[config.mk]
export PLATFORM = sky130hd
export DESIGN_NAME = instruction_fetch_unit
export DESIGN_NICKNAME = d
export VERILOG_FILES = /design/src/rtl/cpu_pkg.sv /design/src/rtl/inst_field_splitter.sv /design/src/rtl/instruction_fetch_unit.sv
export SDC_FILE = /design/constraint.sdc
export NUM_CORES = 1
export LEC_CHECK = 0
export CAP_MARGIN = 10
export CORE_MARGIN = 10
export CORE_UTILIZATION = 45
export DETAILED_ROUTE_END_ITERATION = 8
export PLACE_DENSITY = 0.82
export SLEW_MARGIN = 0
export SYNTH_ARGS = -nofsm -noshare
export SYNTH_HDL_FRONTEND = slang
export SYNTH_SLANG_ARGS = --single-unit
[constraint.sdc]
create_clock -name Clk -period 3.47 [get_ports Clk]
set_input_delay 0.5205 -clock Clk [delete_from_list [all_inputs] [get_ports Clk]]
set_output_delay 0.5205 -clock Clk [all_outputs]
set_load 0.01 [all_outputs]
[src/rtl/cpu_pkg.sv]
// Definitions shared by the fetch unit and the datapath controller:
// fetch FSM encoding, the idle opcode, MIPS field positions and reset PC.
package cpu_pkg;

  typedef enum logic [1:0] {
    ST_IDLE  = 2'd0,
    ST_REQ   = 2'd1,
    ST_WAIT  = 2'd2,
    ST_ISSUE = 2'd3
  } fetch_state_e;

  // The controller's no-op initial state decodes from this opcode.
  localparam logic [5:0]  IDLE_OPCODE      = 6'b111111;
  localparam logic [31:0] RESET_PC_DEFAULT = 32'h0000_0000;

  localparam int unsigned OPCODE_MSB = 31;
  localparam int unsigned OPCODE_LSB = 26;
  localparam int unsigned RS_MSB     = 25;
  localparam int unsigned RS_LSB     = 21;
  localparam int unsigned RT_MSB     = 20;
  localparam int unsigned RT_LSB     = 16;
  localparam int unsigned RD_MSB     = 15;
  localparam int unsigned RD_LSB     = 11;
  localparam int unsigned SHAMT_MSB  = 10;
  localparam int unsigned SHAMT_LSB  = 6;
  localparam int unsigned FUNCT_MSB  = 5;
  localparam int unsigned FUNCT_LSB  = 0;
  localparam int unsigned IMM_MSB    = 15;
  localparam int unsigned IMM_LSB    = 0;

endpackage

[src/rtl/inst_field_splitter.sv]
// Slices the held MIPS instruction into its fields; OpCode falls back to
// the idle opcode whenever no valid instruction is held.
module inst_field_splitter #(
  parameter logic [5:0] IDLE_OPCODE = cpu_pkg::IDLE_OPCODE
) (
  input  logic [31:0] instruction_i,
  input  logic        instValid_i,
  output logic [5:0]  opCode_o,
  output logic [4:0]  rs_o,
  output logic [4:0]  rt_o,
  output logic [4:0]  rd_o,
  output logic [4:0]  shamt_o,
  output logic [5:0]  funct_o,
  output logic [15:0] imm_o
);
  import cpu_pkg::*;

  assign opCode_o = instValid_i ? instruction_i[OPCODE_MSB:OPCODE_LSB] : IDLE_OPCODE;
  assign rs_o     = instruction_i[RS_MSB:RS_LSB];
  assign rt_o     = instruction_i[RT_MSB:RT_LSB];
  assign rd_o     = instruction_i[RD_MSB:RD_LSB];
  assign shamt_o  = instruction_i[SHAMT_MSB:SHAMT_LSB];
  assign funct_o  = instruction_i[FUNCT_MSB:FUNCT_LSB];
  assign imm_o    = instruction_i[IMM_MSB:IMM_LSB];

endmodule

[src/rtl/instruction_fetch_unit.sv]
// Fetch FSM with one outstanding memory request, an instruction register,
// a valid/stall handshake to the controller and branch redirect.
module instruction_fetch_unit #(
  parameter int unsigned          PC_WIDTH    = 32,
  parameter logic [PC_WIDTH-1:0]  RESET_PC    = PC_WIDTH'(cpu_pkg::RESET_PC_DEFAULT),
  parameter logic [5:0]           IDLE_OPCODE = cpu_pkg::IDLE_OPCODE
) (
  input  logic                Clk,
  input  logic                Rst,
  output logic                ImemReq,
  output logic [PC_WIDTH-1:0] ImemAddr,
  input  logic                ImemValid,
  input  logic [31:0]         ImemData,
  input  logic                Stall,
  input  logic                Redirect,
  input  logic [PC_WIDTH-1:0] RedirectPC,
  output logic                InstValid,
  output logic [31:0]         Instruction,
  output logic [5:0]          OpCode,
  output logic [4:0]          Rs,
  output logic [4:0]          Rt,
  output logic [4:0]          Rd,
  output logic [4:0]          Shamt,
  output logic [5:0]          Funct,
  output logic [15:0]         Imm,
  output logic [PC_WIDTH-1:0] PC,
  output logic [PC_WIDTH-1:0] PCPlus4
);
  import cpu_pkg::*;

  fetch_state_e        state_q, state_d;
  logic [PC_WIDTH-1:0] fetchPc_q, fetchPc_d;
  logic [PC_WIDTH-1:0] pc_q, pc_d;
  logic [PC_WIDTH-1:0] pcPlus4_q;
  logic [31:0]         instr_q, instr_d;
  logic                instValid_q, instValid_d;
  logic                discard_q, discard_d;
  logic                imemReq_q;
  logic [PC_WIDTH-1:0] redirectAligned;

  assign redirectAligned = RedirectPC & ~PC_WIDTH'(3);

  // Discard marks a response already in flight that belongs to a path the
  // redirect abandoned; it is swallowed when it arrives instead of issued.
  always_comb begin
    state_d     = state_q;
    fetchPc_d   = fetchPc_q;
    pc_d        = pc_q;
    instr_d     = instr_q;
    instValid_d = instValid_q;
    discard_d   = discard_q;
    case (state_q)
      ST_IDLE: state_d = ST_REQ;
      ST_REQ: begin
        state_d = ST_WAIT;
        if (Redirect) begin
          fetchPc_d = redirectAligned;
          discard_d = 1'b1;
        end
      end
      ST_WAIT: begin
        if (Redirect) begin
          fetchPc_d = redirectAligned;
          if (ImemValid) begin
            discard_d = 1'b0;
            state_d   = ST_REQ;
          end else begin
            discard_d = 1'b1;
          end
        end else if (ImemValid) begin
          if (discard_q) begin
            discard_d = 1'b0;
            state_d   = ST_REQ;
          end else begin
            instr_d     = ImemData;
            pc_d        = fetchPc_q;
            fetchPc_d   = fetchPc_q + PC_WIDTH'(4);
            instValid_d = 1'b1;
            state_d     = ST_ISSUE;
          end
        end
      end
      ST_ISSUE: begin
        if (Redirect) begin
          fetchPc_d   = redirectAligned;
          instValid_d = 1'b0;
          state_d     = ST_REQ;
        end else if (!Stall) begin
          instValid_d = 1'b0;
          state_d     = ST_REQ;
        end
      end
      default: state_d = ST_IDLE;
    endcase
  end

  always_ff @(posedge Clk) begin
    if (!Rst) begin
      state_q     <= ST_IDLE;
      fetchPc_q   <= RESET_PC;
      pc_q        <= RESET_PC;
      pcPlus4_q   <= RESET_PC + PC_WIDTH'(4);
      instr_q     <= '0;
      instValid_q <= 1'b0;
      discard_q   <= 1'b0;
      imemReq_q   <= 1'b0;
    end else begin
      state_q     <= state_d;
      fetchPc_q   <= fetchPc_d;
      pc_q        <= pc_d;
      pcPlus4_q   <= pc_d + PC_WIDTH'(4);
      instr_q     <= instr_d;
      instValid_q <= instValid_d;
      discard_q   <= discard_d;
      imemReq_q   <= (state_d == ST_REQ);
    end
  end

  assign ImemReq     = imemReq_q;
  assign ImemAddr    = fetchPc_q;
  assign InstValid   = instValid_q;
  assign Instruction = instr_q;
  assign PC          = pc_q;
  assign PCPlus4     = pcPlus4_q;

  inst_field_splitter #(
    .IDLE_OPCODE(IDLE_OPCODE)
  ) u_splitter (
    .instruction_i(instr_q),
    .instValid_i  (instValid_q),
    .opCode_o     (OpCode),
    .rs_o         (Rs),
    .rt_o         (Rt),
    .rd_o         (Rd),
    .shamt_o      (Shamt),
    .funct_o      (Funct),
    .imm_o        (Imm)
  );

endmodule

==> qor.csv, run 1 <==
metric,value,unit
endpoint,PCPlus4[31]$_SDFF_PN0_,
fin_util,0.659,
status,"finished, final reports clean",
use_met1,0.268,
pin_count,247,
io_buffer_count,238,
p_leak,3.36,nW
yosys_warnings,0,
gp_congestion,0.834,
firstDrtPassIters,6,
antenna_cells,0,
area_growth,42.2,%
max_freq,363,MHz
slew_violations,0,
synthArstFlopShare,0,
drive_gt1_frac,0.0802,
crit_start,ImemValid,
ir_drop,0.274,mV
grt_start_max_net_pins,45,
drtAntennaViolNets,0,
syn_inst,804,
dr.first_iter.drc_count,532,
num-nets-final,1055,
min_path_type,register to register,
clk_pin_slew,60,ps
reg2regPathDepth,9,
power.density,421,nW/um^2
grt_use_met2,0.356,
r2r-end,PCPlus4[26]$_SDFF_PN0_,
rows,43,
cts_root_buf,clkbuf_16,
grt_usage,0.221,
crit_path_end_kind,register,
clock_path_buffers,2,
min_period,2760,ps
grt_pass1_vias,6294,
synth-edff-count,0,
grt.overflow.total,0,
core,14000,sq um
ff2ff_setup_slack,770,ps
die_width,140,microns
rsz0062_at_grt,false,
clkLatencyLatePin,420,ps
critPathMaxFanout,14,
fin_crit_sh,0.795,
die-area,19700,sq um
drv_cap,0,
crit_arrival,3060,ps
htree_levels,4,
ys_ff_latch,127,
grt_pass1_wl,35500,microns
cts.sink_count,127,
die_h,140,microns
setup_tns,0,ps
start_util,0.464,
synthFlopType,dfxtp_1,
r2r_start,state_q[0]$_SDFF_PN0_,
hold_buffers,0,
wl_per_cell,19.2,microns
hold_viol,0,
grt_use_met3,0.0703,
layout_common_cells,"clkdlybuf4s50_1 (238), dfxtp_1 (127), nand2_1 (119)",
numCtsBuffers,17,
skew,7.57,ps
total_power,3.90,mW
cp-start-kind,primary input,
syn_area_per_cell,8.10,sq um
slew_headroom,0.459,
cts_tree,built,
drc,0,
antenna_found_initial,0,
worst_pin_slew,811,ps
vias_per_cell,5.68,
wirelength,22600,microns
critPathRequiredTime,3770,ps
syn_area,6510,sq um
top_usage_layer,met2,
path_class,primary input to register,
cts_resized,0,
mostFrequentLayoutCell,clkdlybuf4s50_1,
yosysSeqAreaShare,0.390,
setup_viol_count_final,0,
vias,6684,
postCtsSetupRepairBufs,0,
place_hpwl,16800,microns
yosys.cell_types.count,72,
## report_power, final
group / internal [mW] / switching (mW) / total [mW]
combinational: 0.285 / 0.283 / 0.568
sequential: 1.52 / 0.101 / 1.62
clock: 1.06 / 0.653 / 1.71
total: 2.86 / 1.04 / 3.90
## critical path, stage by stage
cell and delay, ps:
clkdlybuf4s50_1 610, and4bb_1 310, buf_4 250, nand3_1 210, o22a_1 420, nor4_1 360
mux2_1 370
## logic make-up after synthesis
group	count (synthesis)	share of synthesized area
xor gates and xnor gates	10	0.0135
buffers and inverters	116	0.104
muxes	32	0.0511
other	1	0.000576
and+or+nand+nor	330	0.253
DFF	127	0.390
AOI/OAI and AO/OA	186	0.184
adders and majority gates	2	0.00384
## registers in the layout (all words and copies together), names as in the netlist
register,flops
ImemAddr,30
ImemReq,1
InstValid,1
Instruction,32
PC,30
PCPlus4,30
discard_q,1
state_q,2
## layout make-up
cell class / count / area [sq um]
Clock inverter: 9 / 83.8
Clock buffer: 23 / 488
Fill cell: 1163 / 4780
Timing Repair Buffer: 260 / 2550
Sequential cell: 127 / 2540
Tap cell: 180 / 225
Multi-Input combinational cell: 566 / 3330
Inverter: 12 / 46.3
## Yosys cell counts, drive strengths merged, types with 7 or more instances
master / n / share of area
a211oi: 10 / 0.012
a21oi: 71 / 0.055
a31oi: 8 / 0.0077
and2: 13 / 0.012
and3: 13 / 0.012
buf: 71 / 0.078
clkbuf: 33 / 0.019
dfxtp: 127 / 0.39
inv: 11 / 0.0063
mux2: 10 / 0.017
mux2i: 22 / 0.034
nand2: 120 / 0.070
nand2b: 8 / 0.0077
nand3: 24 / 0.018
nand4: 17 / 0.019
nor2: 68 / 0.039
nor3: 36 / 0.030
nor4: 12 / 0.017
o21a: 9 / 0.010
o21ai: 33 / 0.025
o22ai: 7 / 0.0077
## per-stage QoR
step                hold slack (ps)  area (sq um)  setup slack, ps  cells
CTS                             468          9260              745   1177
global placement                453          8690              374   1145
floorplan                       488          6530              481    809
global route                    491          9260              606   1177
detailed placement              461          8690              322   1145
finish                          465          9260              711   1177
## layer usage
layer  vias up  part of all wire
met2       364              0.47
met1      3112              0.41
met5         -                 0
met3        49             0.092
met4         0             0.024
li1       3159                 -
## worst min-delay path by stage
stage	from	endpoint	slack (ps)	depth (start not counted)
after floorplan	Instruction[26]$_SDFFE_PN0P_	Instruction[26]$_SDFFE_PN0P_	490	2
after global placement	Instruction[28]$_SDFFE_PN0P_	Instruction[28]$_SDFFE_PN0P_	450	2
after detailed placement	Instruction[30]$_SDFFE_PN0P_	Instruction[30]$_SDFFE_PN0P_	460	2
after CTS	Instruction[31]$_SDFFE_PN0P_	Instruction[31]$_SDFFE_PN0P_	470	2
after global routing	Instruction[31]$_SDFFE_PN0P_	Instruction[31]$_SDFFE_PN0P_	490	2
final	Instruction[31]$_SDFFE_PN0P_	Instruction[31]$_SDFFE_PN0P_	460	2
(Power assumes the default switching activity.)
==> run 2: changes to the inputs <==
--- a/config.mk
+++ b/config.mk
@@ -7,9 +7,9 @@
 export LEC_CHECK = 0
 export CAP_MARGIN = 10
 export CORE_MARGIN = 10
-export CORE_UTILIZATION = 45
+export CORE_UTILIZATION = 40
 export DETAILED_ROUTE_END_ITERATION = 8
-export PLACE_DENSITY = 0.82
+export PLACE_DENSITY = 0.77
 export SLEW_MARGIN = 0
 export SYNTH_ARGS = -nofsm -noshare
 export SYNTH_HDL_FRONTEND = slang
==> constraint.sdc (replaced) <==
create_clock -name Clk -period 2.5 [get_ports Clk]
set_input_delay 0.375 -clock Clk [delete_from_list [all_inputs] [get_ports Clk]]
set_output_delay 0.375 -clock Clk [all_outputs]
set_load 0.01 [all_outputs]
==> qor.csv, run 2 (synthesized netlist as in run 1, its figures left out) <==
metric,value,unit,change
area_growth,51.1,%,
wl_per_cell,18.6,microns,-3.1%
cts_tree,built,,
largest_register_ff_count,32,,unchanged
status,"finished, final reports clean",,
rsz0062_at_grt,false,,
crit_arrival,2710,ps,-350 ps
dr.first_iter.drc_count,581,,+9.2%
setup_viol_count_final,0,,unchanged
path_class,primary input to register,,
hold_buffers,0,,unchanged
numCtsBuffers,17,,unchanged
drc,0,,unchanged
num-nets-final,1107,,+4.9%
postPlaceCellArea,9210,sq um,+6.0%
cp-start-kind,primary input,,
fin_util,0.617,,-0.0424
cts.sink_count,127,,unchanged
total_power,5.73,mW,+47%
drive_gt1_frac,0.132,,+0.0513
die_width,148,microns,+5.2%
drtAntennaViolNets,0,,unchanged
max_freq,416,MHz,
firstDrtPassIters,5,,-1
placed_cells,1233,,+7.7%
die_h,148,microns,+5.2%
p_leak,3.66,nW,+8.9%
die-area,21800,sq um,+11%
skew,10.1,ps,+2.56 ps
finalInstanceArea,9840,sq um,+6.2%
ir_drop,0.469,mV,+71%
min_period,2400,ps,
clock_path_buffers,2,,unchanged
critPathRequiredTime,2810,ps,-960 ps
clk_pin_slew,60,ps,about the same
setup_tns,0,ps,unchanged
antenna_cells,0,,unchanged
drv_cap,0,,unchanged
critPathMaxFanout,6,,-8
rows,46,,+7.0%
slew_headroom,0.559,,+0.0998
fin_crit_sh,0.961,,
grt_usage,0.207,,-0.0138
wirelength,23600,microns,+4.2%
clkLatencyLatePin,420,ps,about the same
pin_count,247,,unchanged
mostFrequentLayoutCell,clkdlybuf4s50_1,,
start_util,0.408,,-0.0553
antenna_found_initial,0,,unchanged
htree_levels,4,,unchanged
fillers,1379,,+19%
vias,6893,,+3.1%
final_cells,1265,,+7.5%
cts_root_buf,clkbuf_16,,
min_path_type,register to register,,
multi_input_area,3350,sq um,+0.56%
power.density,582,nW/um^2,+38%
place_hpwl,18000,microns,+7.3%
grt.overflow.total,0,,unchanged
io_buffer_count,238,,unchanged
core,15900,sq um,+14%
grt_start_max_net_pins,41,,-8.9%
layout_common_cells,"clkdlybuf4s50_1 (238), dfxtp_1 (125), nand2_1 (119)",,
crit_path_end_kind,register,,
vias_per_cell,5.45,,-4.0%
worst_pin_slew,655,ps,-156 ps
gp_congestion,0.869,,+4.1%
grt_pass1_vias,6601,,+4.9%
slew_violations,0,,unchanged
hold_viol,0,,unchanged
grt_pass1_wl,36500,microns,+2.9%
seqCellArea,2540,sq um,about the same
[run 2: repair_timing]
| item | 4_1_cts | 5_1_grt |
|---|---|---|
| setup buffers | 0 | 0 |
| endpoints found under the setup margin | 0 | 2 |
| resized for setup | 0 | 3 |
[run 2: routing by layer]
metal,vias to the layer above,GRT usage,routed length [microns]
li1,3266,-,-
met1,3235,0.249,9650
met2,361,0.343,11100
met3,31,0.0672,2430
met4,0,0.0629,346
met5,-,0,0
[run 2: worst max-delay path, cell delays in order]
cell and delay [ps]:
clkdlybuf4s50_1 510, and4bb_2 330, nand2_8 90, nand2_1 60, nand2_1 110, ha_1 200, nand2_1 80, o32a_4 390
nor4_2 200, mux2_1 350
[run 2: metrics by stage]
stage | hold slack [ps] | setup slack (ps)
after floorplan | 475 | -30.3
after global placement | 456 | -253
after detailed placement | 463 | -351
after CTS | 471 | 68.8
after global routing | 489 | 5.87
final | 468 | 97.7
[run 2: worst paths after layout]
check,startpoint,end,slack [ps],depth (start not counted)
worst max-delay path,ImemValid,PCPlus4[28]$_SDFF_PN0_,100,10
worst min register to register,Instruction[21]$_SDFFE_PN0P_,Instruction[21]$_SDFFE_PN0P_,470,2
worst max register to register,state_q[0]$_SDFF_PN0_,PCPlus4[28]$_SDFF_PN0_,160,9
worst min-delay path,Instruction[21]$_SDFFE_PN0P_,Instruction[21]$_SDFFE_PN0P_,470,2
[run 2: where the power goes]
group	total [mW]	switching, mW	internal, mW
registers	2.21	0.108	2.11
logic	0.926	0.457	0.469
clock network	2.59	0.919	1.67
total	5.73	1.48	4.24
[run 2: area by class of cell]
class                   count  share of cell area
clock buffers              22              0.0492
clock inverters            10              0.0136
inverters                  12             0.00471
multi-input cells         566               0.340
flip-flops and latches    127               0.259
well taps                 216              0.0275
repair buffers            312               0.306
==> run 3: changes to the inputs <==
--- a/config.mk
+++ b/config.mk
@@ -9,7 +9,7 @@
 export CORE_MARGIN = 10
 export CORE_UTILIZATION = 40
 export DETAILED_ROUTE_END_ITERATION = 8
-export PLACE_DENSITY = 0.77
+export PLACE_DENSITY = 0.88
 export SLEW_MARGIN = 0
 export SYNTH_ARGS = -nofsm -noshare
 export SYNTH_HDL_FRONTEND = slang
==> qor.csv, run 3 (synthesized netlist as in run 1, its figures left out) <==
metric,value,unit,change
setup_viol_count_final,0,,unchanged
clk_pin_slew,50,ps,about the same
grt_start_max_net_pins,55,,+34%
final_cells,1265,,unchanged
total_power,5.54,mW,-3.4%
min_path_type,register to register,,
cts_root_buf,clkbuf_16,,
antenna_found_initial,1,,+1
layout_common_cells,"clkdlybuf4s50_1 (238), dfxtp_1 (124), nand2_1 (119)",,
slew_headroom,0.577,,+0.0180
power.density,566,nW/um^2,-2.8%
io_buffer_count,238,,unchanged
grt_usage,0.212,,+0.00534
die_h,148,microns,unchanged
wirelength,24200,microns,+2.8%
clock_path_buffers,2,,unchanged
drive_gt1_frac,0.130,,-0.00178
worst_pin_slew,628,ps,-26.7 ps
largest_register_ff_count,32,,unchanged
die-area,21800,sq um,unchanged
cts_tree,built,,
place_hpwl,18300,microns,+1.7%
grt_pass1_vias,6733,,+2.0%
firstDrtPassIters,6,,+1
area_growth,50.2,%,
crit_path_end_kind,register,,
hold_viol,0,,unchanged
crit_arrival,2710,ps,about the same
clkLatencyLatePin,420,ps,about the same
hold_buffers,0,,unchanged
slowest_stage,clkdlybuf4s50_1,,
rows,46,,unchanged
grt_pass1_wl,37600,microns,+2.9%
critPathRequiredTime,2810,ps,about the same
core,15900,sq um,unchanged
cp-start-kind,primary input,,
p_leak,3.62,nW,-1.1%
gp_congestion,0.896,,+3.1%
mostFrequentLayoutCell,clkdlybuf4s50_1,,
postCtsSetupRepairBufs,0,,unchanged
numCtsBuffers,17,,unchanged
skew,9.43,ps,-0.698 ps
placed_cells,1233,,unchanged
fin_crit_sh,0.963,,+0.00183
path_cells,"clkdlybuf4s50_1, and4bb_2, nand2_8, nand2_1, nand2_1, ha_1, nand2_1, o32a_4, nor3_2, mux2_2",,
path_class,primary input to register,,
dr.first_iter.drc_count,715,,+23%
htree_levels,4,,unchanged
start_util,0.408,,unchanged
max_freq,415,MHz,-0.19%
critPathMaxFanout,5,,-1
drc,0,,unchanged
slew_violations,0,,unchanged
wl_per_cell,19.1,microns,+2.8%
vias_per_cell,5.52,,+1.2%
crit_path_frequent_cell,nand2_1,,
status,"finished, final reports clean",,
min_period,2410,ps,+4.58 ps
post-place-ws,-339,ps,+12.0 ps
ir_drop,0.561,mV,+20%
drtAntennaViolNets,0,,unchanged
ff2ff_setup_slack,180,ps,+20 ps
finalInstanceArea,9780,sq um,-0.60%
pin_count,247,,unchanged
num-nets-final,1107,,unchanged
grt.overflow.total,0,,unchanged
max_stage_delay,510,ps,about the same
drv_cap,0,,unchanged
vias,6979,,+1.2%
setup_ws,93.1,ps,-4.58 ps
setup_tns,0,ps,unchanged
die_width,148,microns,unchanged
postPlaceCellArea,9190,sq um,-0.27%
cts.sink_count,127,,unchanged
## run 3: cell types whose count changed in the layout (fill, tap and decap cells not counted), sizes merged
cell,previous run,this run
clkinv,7,5
diode,0,1
clkbuf,22,25
clkinvlp,2,1
bufinv,3,2
## run 3: layer usage
metal / vias to the layer above / GRT usage / share of wire
met2: 460 / 0.357 / 0.49
li1: 3258 / - / -
met1: 3213 / 0.245 / 0.38
met3: 48 / 0.0690 / 0.11
met4: 0 / 0.0813 / 0.025
met5: - / 0 / 0
## run 3: stage by stage
step | utilization | hold WS (ps)
after CTS | 0.612 | 469
after floorplan | - | 475
final | 0.613 | 469
after global placement | 0.576 | 451
after global routing | 0.613 | 492
after detailed placement | 0.576 | 462
## run 3: worst max-delay path, delay by kind of cell
family,cells,cell delay (ps)
compound gates,1,370
fa+ha+maj,1,190
buf+inv,1,510
mux,1,370
simple gates,6,880
## run 3: what timing repair did
action / in CTS / in global routing
hold endpoints to repair: 0 / 0
gates resized for setup: 0 / 6
endpoints found under the setup margin: 0 / 5
## run 3: cell type report
type                       count  area (sq um)
antenna                        1          2.50
clock buffer                  25           485
clock inverter                 6          82.6
fill                        1298          6160
inverter                      12          46.3
multi-input combinational    566          3360
sequential                   127          2550
tap                          216           270
timing repair buffer         312          2990
## run 3: path summary, 6_finish.rpt
| check | end | depth (start not counted) | startpoint |
|---|---|---|---|
| worst max register to register | PCPlus4[24]$_SDFF_PN0_ | 9 | state_q[0]$_SDFF_PN0_ |
| worst min-delay path | Instruction[26]$_SDFFE_PN0P_ | 2 | Instruction[26]$_SDFFE_PN0P_ |
| worst min register to register | Instruction[26]$_SDFFE_PN0P_ | 2 | Instruction[26]$_SDFFE_PN0P_ |
| worst max-delay path | PCPlus4[24]$_SDFF_PN0_ | 10 | ImemValid |
## run 3: power breakdown
group          internal [mW]  leakage (nW)  switching, mW
Sequential              2.11          1.03          0.114
Combinational          0.457          2.31          0.455
Clock                   1.53         0.277          0.868
Total                   4.10          3.62           1.44
